$ cat src/rtl/egress_queue_pkg.sv
// ---------------------------------------------------------------------------
// egress_queue_pkg
// Shared definitions for the egress queue: statistics counter width and a
// saturating increment helper used by the optional statistics counters.
// Optional feature macro used by the consumers: EGRESS_QUEUE_STATS_EN.
// ---------------------------------------------------------------------------
package egress_queue_pkg;

    localparam int STAT_W = 32;

    // Increment that sticks at all-ones instead of wrapping to zero.
    function automatic logic [STAT_W-1:0] sat_inc(input logic [STAT_W-1:0] v);
        logic [STAT_W-1:0] r;
        if (v == {STAT_W{1'b1}}) begin
            r = v;
        end else begin
            r = v + {{(STAT_W-1){1'b0}}, 1'b1};
        end
        return r;
    endfunction

endpackage

$ cat src/rtl/egress_ram.sv
// ---------------------------------------------------------------------------
// egress_ram
// Simple dual-port storage array, DEPTH x WIDTH, one write port and one
// read port. The read is registered: rdata shows mem[raddr] one cycle after
// re, and it holds its value on cycles without re. Contents are not reset.
//
// Ports:
//   clk    in   rising-edge clock
//   we     in   write enable
//   waddr  in   write address
//   wdata  in   write data
//   re     in   read enable
//   raddr  in   read address
//   rdata  out  registered read data
// ---------------------------------------------------------------------------
module egress_ram #(
    parameter int WIDTH = 32,
    parameter int DEPTH = 16
) (
    input  logic                     clk,
    input  logic                     we,
    input  logic [$clog2(DEPTH)-1:0] waddr,
    input  logic [WIDTH-1:0]         wdata,
    input  logic                     re,
    input  logic [$clog2(DEPTH)-1:0] raddr,
    output logic [WIDTH-1:0]         rdata
);

    logic [WIDTH-1:0] mem_r [DEPTH];
    logic [WIDTH-1:0] rdata_r;

    // Write port.
    always_ff @(posedge clk) begin
        if (we) begin
            mem_r[waddr] <= wdata;
        end
    end

    // Registered read port; holds the last word until the next read.
    always_ff @(posedge clk) begin
        if (re) begin
            rdata_r <= mem_r[raddr];
        end
    end

    assign rdata = rdata_r;

endmodule

$ cat src/rtl/egress_queue.sv
// ---------------------------------------------------------------------------
// egress_queue
// Per-port egress FIFO with a registered show-ahead output. Words live in
// three places: the output register (dout/dout_valid), the read register of
// the storage array (a prefetched next word) and the array itself. level
// counts all of them. A write into an otherwise empty queue whose output
// register is free (or being drained) goes straight into the output register.
//
// Ports:
//   clk         in   rising-edge clock
//   rst_n       in   synchronous active-low reset
//   wr_in       in   write strobe
//   data_in     in   write data [WIDTH]
//   full_out    out  registered flow control, 1 when next level >= DEPTH-SLACK
//   dout        out  egress data [WIDTH]
//   dout_valid  out  dout holds a valid word
//   dout_ready  in   consumer accepts dout
//   level       out  stored word count [$clog2(DEPTH+1)]
//   overflow    out  sticky, set by a dropped write
//   acc_cnt     out  accepted-write count (only with EGRESS_QUEUE_STATS_EN)
//   drop_cnt    out  dropped-write count  (only with EGRESS_QUEUE_STATS_EN)
//
// Optional feature macro: EGRESS_QUEUE_STATS_EN adds the saturating
// acc_cnt/drop_cnt counters and ports.
// ---------------------------------------------------------------------------
module egress_queue
    import egress_queue_pkg::*;
#(
    parameter int WIDTH = 32,
    parameter int DEPTH = 16,
    parameter int SLACK = 2
) (
    input  logic                       clk,
    input  logic                       rst_n,
    input  logic                       wr_in,
    input  logic [WIDTH-1:0]           data_in,
    output logic                       full_out,
    output logic [WIDTH-1:0]           dout,
    output logic                       dout_valid,
    input  logic                       dout_ready,
    output logic [$clog2(DEPTH+1)-1:0] level,
    output logic                       overflow
`ifdef EGRESS_QUEUE_STATS_EN
    ,
    output logic [STAT_W-1:0]          acc_cnt,
    output logic [STAT_W-1:0]          drop_cnt
`endif
);

    localparam int AW = $clog2(DEPTH);
    localparam int LW = $clog2(DEPTH+1);

    logic [AW-1:0]    wr_ptr_r;
    logic [AW-1:0]    rd_ptr_r;
    logic [LW-1:0]    arr_cnt_r;
    logic [LW-1:0]    level_r;
    logic             mvalid_r;
    logic             full_r;
    logic             ovf_r;
    logic [WIDTH-1:0] dout_r;
    logic             dout_valid_r;

    logic             xfer_s;
    logic             out_free_s;
    logic             accept_s;
    logic             drop_s;
    logic             move_s;
    logic             bypass_s;
    logic             ram_we_s;
    logic             ram_re_s;
    logic [LW-1:0]    level_nx_s;
    logic [LW-1:0]    arr_cnt_nx_s;
    logic [WIDTH-1:0] ram_rdata_s;

    // Handshake, acceptance and routing decisions for the current cycle.
    always_comb begin
        xfer_s     = dout_valid_r & dout_ready;
        out_free_s = ~dout_valid_r | xfer_s;
        accept_s   = wr_in & ((level_r < LW'(DEPTH)) | xfer_s);
        drop_s     = wr_in & ~accept_s;
        // The prefetched word moves into the output register when it frees up.
        move_s     = mvalid_r & out_free_s;
        // Nothing older is buffered anywhere: the new word can skip the array.
        bypass_s   = accept_s & out_free_s & ~mvalid_r & (arr_cnt_r == {LW{1'b0}});
        ram_we_s   = accept_s & ~bypass_s;
        // Prefetch whenever the read register is empty or being consumed.
        ram_re_s   = (arr_cnt_r != {LW{1'b0}}) & (~mvalid_r | move_s);
        level_nx_s = level_r + {{(LW-1){1'b0}}, accept_s} - {{(LW-1){1'b0}}, xfer_s};
        arr_cnt_nx_s = arr_cnt_r + {{(LW-1){1'b0}}, ram_we_s} - {{(LW-1){1'b0}}, ram_re_s};
    end

    // Occupancy, flow control and sticky overflow.
    always_ff @(posedge clk) begin
        if (!rst_n) begin
            level_r   <= {LW{1'b0}};
            arr_cnt_r <= {LW{1'b0}};
            full_r    <= 1'b0;
            ovf_r     <= 1'b0;
        end else begin
            level_r   <= level_nx_s;
            arr_cnt_r <= arr_cnt_nx_s;
            full_r    <= (level_nx_s >= LW'(DEPTH - SLACK));
            if (drop_s) begin
                ovf_r <= 1'b1;
            end
        end
    end

    // Array pointers; they wrap naturally at DEPTH.
    always_ff @(posedge clk) begin
        if (!rst_n) begin
            wr_ptr_r <= {AW{1'b0}};
            rd_ptr_r <= {AW{1'b0}};
        end else begin
            wr_ptr_r <= wr_ptr_r + {{(AW-1){1'b0}}, ram_we_s};
            rd_ptr_r <= rd_ptr_r + {{(AW-1){1'b0}}, ram_re_s};
        end
    end

    // Tracks whether the array read register holds a word not yet moved out.
    always_ff @(posedge clk) begin
        if (!rst_n) begin
            mvalid_r <= 1'b0;
        end else if (ram_re_s) begin
            mvalid_r <= 1'b1;
        end else if (move_s) begin
            mvalid_r <= 1'b0;
        end
    end

    // Show-ahead output register; holds steady while stalled.
    always_ff @(posedge clk) begin
        if (!rst_n) begin
            dout_r       <= {WIDTH{1'b0}};
            dout_valid_r <= 1'b0;
        end else if (move_s) begin
            dout_r       <= ram_rdata_s;
            dout_valid_r <= 1'b1;
        end else if (bypass_s) begin
            dout_r       <= data_in;
            dout_valid_r <= 1'b1;
        end else if (xfer_s) begin
            dout_valid_r <= 1'b0;
        end
    end

    egress_ram #(
        .WIDTH (WIDTH),
        .DEPTH (DEPTH)
    ) u_ram (
        .clk   (clk),
        .we    (ram_we_s),
        .waddr (wr_ptr_r),
        .wdata (data_in),
        .re    (ram_re_s),
        .raddr (rd_ptr_r),
        .rdata (ram_rdata_s)
    );

`ifdef EGRESS_QUEUE_STATS_EN
    logic [STAT_W-1:0] acc_cnt_r;
    logic [STAT_W-1:0] drop_cnt_r;

    // Saturating accepted/dropped write counters.
    always_ff @(posedge clk) begin
        if (!rst_n) begin
            acc_cnt_r  <= {STAT_W{1'b0}};
            drop_cnt_r <= {STAT_W{1'b0}};
        end else begin
            if (accept_s) begin
                acc_cnt_r <= sat_inc(acc_cnt_r);
            end
            if (drop_s) begin
                drop_cnt_r <= sat_inc(drop_cnt_r);
            end
        end
    end

    assign acc_cnt  = acc_cnt_r;
    assign drop_cnt = drop_cnt_r;
`endif

    assign full_out   = full_r;
    assign dout       = dout_r;
    assign dout_valid = dout_valid_r;
    assign level      = level_r;
    assign overflow   = ovf_r;

endmodule

$ cat config.mk
export PLATFORM = sky130hd
export DESIGN_NAME = egress_queue
export DESIGN_NICKNAME = d
export VERILOG_FILES = /design/src/rtl/egress_queue_pkg.sv /design/src/rtl/egress_ram.sv /design/src/rtl/egress_queue.sv
export SDC_FILE = /design/constraint.sdc
export NUM_CORES = 1
export LEC_CHECK = 0
export ABC_AREA = 1
export CAP_MARGIN = 20
export CORE_UTILIZATION = 37
export CTS_BUF_LIST = sky130_fd_sc_hd__clkbuf_4 sky130_fd_sc_hd__clkbuf_8 sky130_fd_sc_hd__clkbuf_16
export DETAILED_ROUTE_END_ITERATION = 10
export PLACE_DENSITY = 0.63
export SYNTH_ARGS = -nofsm -noshare
export SYNTH_HDL_FRONTEND = slang
export SYNTH_SLANG_ARGS = --single-unit
$ cat constraint.sdc
create_clock -name clk -period 11.37 [get_ports clk]
set_clock_uncertainty 0.1 [all_clocks]
set_input_delay 1.7055 -clock clk [delete_from_list [all_inputs] [get_ports clk]]
set_output_delay 1.7055 -clock clk [all_outputs]
set_load 0.01 [all_outputs]
==> reports/metrics.csv <==
metric,value,unit
status,"finished, final reports clean",
R2R Setup Slk,7480,ps
Finished Core Util,42.8,%
cts hold-fix bufs,0,
Fin. Hold Viols,0,
pin slew with the least headroom to its limit,1060,ps
Rel. slew slack,29.0,%
vias per cell,5.11,
Worst setup EP type,flop,
Top Layer Used,met4,
worst hold start,overflow,
metal2 WL,27300,µm
filler instances,5941,
VDD IR max,0.000149,V
Sw Pwr,0.00226,W
Final #Nets,2285,
FF+latch area,17400,µm²
GRT Total Usage,18.1,%
number of DRC markers in iteration 0,1550,
R2R cell count,9,
Finished Cell Area,28100,µm²
initial antenna violation count,1,
CP Launch Type,input pin,
setup bufs post-CTS,0,
"Clk Latency, worst-skew pair",620,ps
post-layout min period,5000,ps
setup violators final,0,
first-pass GRT wire length,92700,µm
worst path required time,11510,ps
CTS tree,yes,
Avg Synthesized Cell Area,11.2,µm²
P&R area growth vs syn,14.6,%
placer congestion estimate,0.847,
leakage power,10.4,nW
internal power,0.00439,W
Die W,260,µm
Net Sw Frac,33.9,%
"Distinct cells, synth",29,
setup tns final,0,ps
max-slew violation count,0,
sequential fraction of the synthesis area,70.9,%
pwr dens,236,nW/µm²
Max Clk Rate,200,MHz
share of cells above drive strength 1,7.01,%
drt total wl,60900,µm
origin of the critical flop-to-flop path,rd_ptr_r[1],
clk slew on worst S/H paths,60,ps
RSZ-0062 raised after global routing,false,
Sink Count,598,
Logic pwr share,29.4,%
worst hold path class,reg2reg,
CTS root buf,clkbuf_16,
hold endpoint,overflow,
Flop pwr share,41.0,%
antenna diode count,0,
Synth top area share,66.5,%
1st-pass router iterations,7,
I/O pin count,76,
leading area contributor after synthesis,edfxtp_1,
CTS Buffer Depth,3,
H-tree levels,2,
Final period util,44.0,%
Post-CTS Resized,0,
IO Port Bufs,75,
crit-path max FO,36,
Area after DPL,26100,µm²
Hold Slack,368,ps
post-synthesis net count,2249,
starting density of the core,37.4,%
leading post-synthesis cells by cell area,"edfxtp_1 (67%), nand2_1 (7.2%), nand3_1 (5.3%)",
CTS Buf Count,59,
largest net degree at the start of global routing,170,
clock power share,29.6,%
hold-critical path depth,2,
Reg-to-Reg End,u_ram.rdata[30],
Routed Antenna Nets,0,
Worst EP arrival,5140,ps
Pwr Total,0.00665,W
num rows,94,
residual DRC count,0,
die extent in y,260,µm
M1 wire length,27000,µm
vias,16071,
vias in the first global route,15333,
YS warnings,0,
area of the multi-input gates,6130,µm²
Max-cap violations,0,
grt total ovfl,0,
mapped cell area,24600,µm²
DPL Wire Length,35900,µm
"flops & latches, synth",598,
worst setup path category,in2reg,
Post-Syn Instances,2196,
die area,67400,µm²
WL/cell,19.4,µm
core box area,65700,µm²
DR WL met3,5270,µm
[cells by family after synthesis]
group	synth area share, %
and+or+nand+nor	18.0
DFF	70.9
buffers and inverters	4.58
AOI/OAI and AO/OA	5.39
adders and majority gates	0.927
xor gates and xnor gates	0.214
[cell usage after synthesis (all sizes together)]
master,n
xor2,1
nand4,1
nor2,332
o211ai,53
edfxtp,544
nand3b,1
clkinv,1
and2,1
nor3,12
xnor2,5
nand2,469
fa,2
buf,88
clkbuf,46
inv,123
nand3,262
o21ai,142
ha,15
o21bai,1
a21o,1
dfxtp,54
a21oi,40
or2,2
[routing by layer]
layer / up-vias / global-route usage [%]
met5: - / 0
met4: 0 / 4.95
met3: 82 / 4.04
met2: 625 / 27.5
met1: 7756 / 26.0
li1: 7608 / -
[layout by cell type (no fill, tap or decap), types with 4 or more instances in the layout]
cell type / n
edfxtp_1: 544
o21ai_1: 6
ha_1: 15
nand3_1: 262
bufinv_16: 7
nand2_1: 466
clkbuf_16: 60
nor3_2: 12
clkbuf_4: 9
xnor2_1: 5
buf_4: 30
nor2_1: 328
inv_1: 120
a21oi_1: 39
clkinv_2: 15
clkinv_1: 15
o21ai_0: 136
o211ai_1: 53
clkdlybuf4s50_1: 74
dfxtp_1: 51
nor2_4: 4
[worst max path at each step]
stage                    start                  end  cells past startpoint
floorplan           dout_ready         arr_cnt_r[4]                     13
global placement    dout_ready   u_ram.mem_r[13][7]                     10
global route        dout_ready   u_ram.mem_r[1][26]                     10
CTS                 dout_ready  u_ram.mem_r[13][12]                     10
finish              dout_ready   u_ram.mem_r[5][16]                     10
detailed placement  dout_ready   u_ram.mem_r[13][4]                     10
[power by group through the flow]
stage	combinational (W)	clock [W]	sequential, W
global route	0.00219	0.00207	0.00274
global placement	0.00191	0	0.00277
finish	0.00196	0.00197	0.00273
detailed placement	0.00193	0	0.00277
CTS	0.00194	0.00200	0.00273
floorplan	0.00130	0	0.00276
[layout make-up]
type,count,area share [%]
flip-flops and latches,598,61.9
well taps,864,3.84
inverters,124,1.68
clock buffers,69,5.58
clock inverters,42,1.39
multi-input cells,1340,21.8
repair buffers,109,3.79
[critical path, cell delays in order]
cell and delay, ps:
clkdlybuf4s50_1 440, inv_1 150, nand2_2 460, nand2_1 200, nor2_1 70, nand2_2 160
nand2_1 510, inv_1 250, nand2_1 280, nor2_4 880
[per-stage QoR]
step | instances | setup WS (ps)
floorplan | 2196 | 5870
global placement | 3032 | 4780
detailed placement | 3032 | 4690
CTS | 3143 | 5340
global route | 3146 | 6160
finish | 3146 | 6370
[state kept, by name, summed over array words and instances, names as in the netlist]
signal / flops
overflow: 1
arr_cnt_r: 5
level: 5
dout_valid: 1
wr_ptr_r: 4
rd_ptr_r: 4
mvalid_r: 1
full_out: 1
u_ram.rdata: 32
dout: 32
u_ram.mem_r: 512
Power figures use the tool's default switching activity.
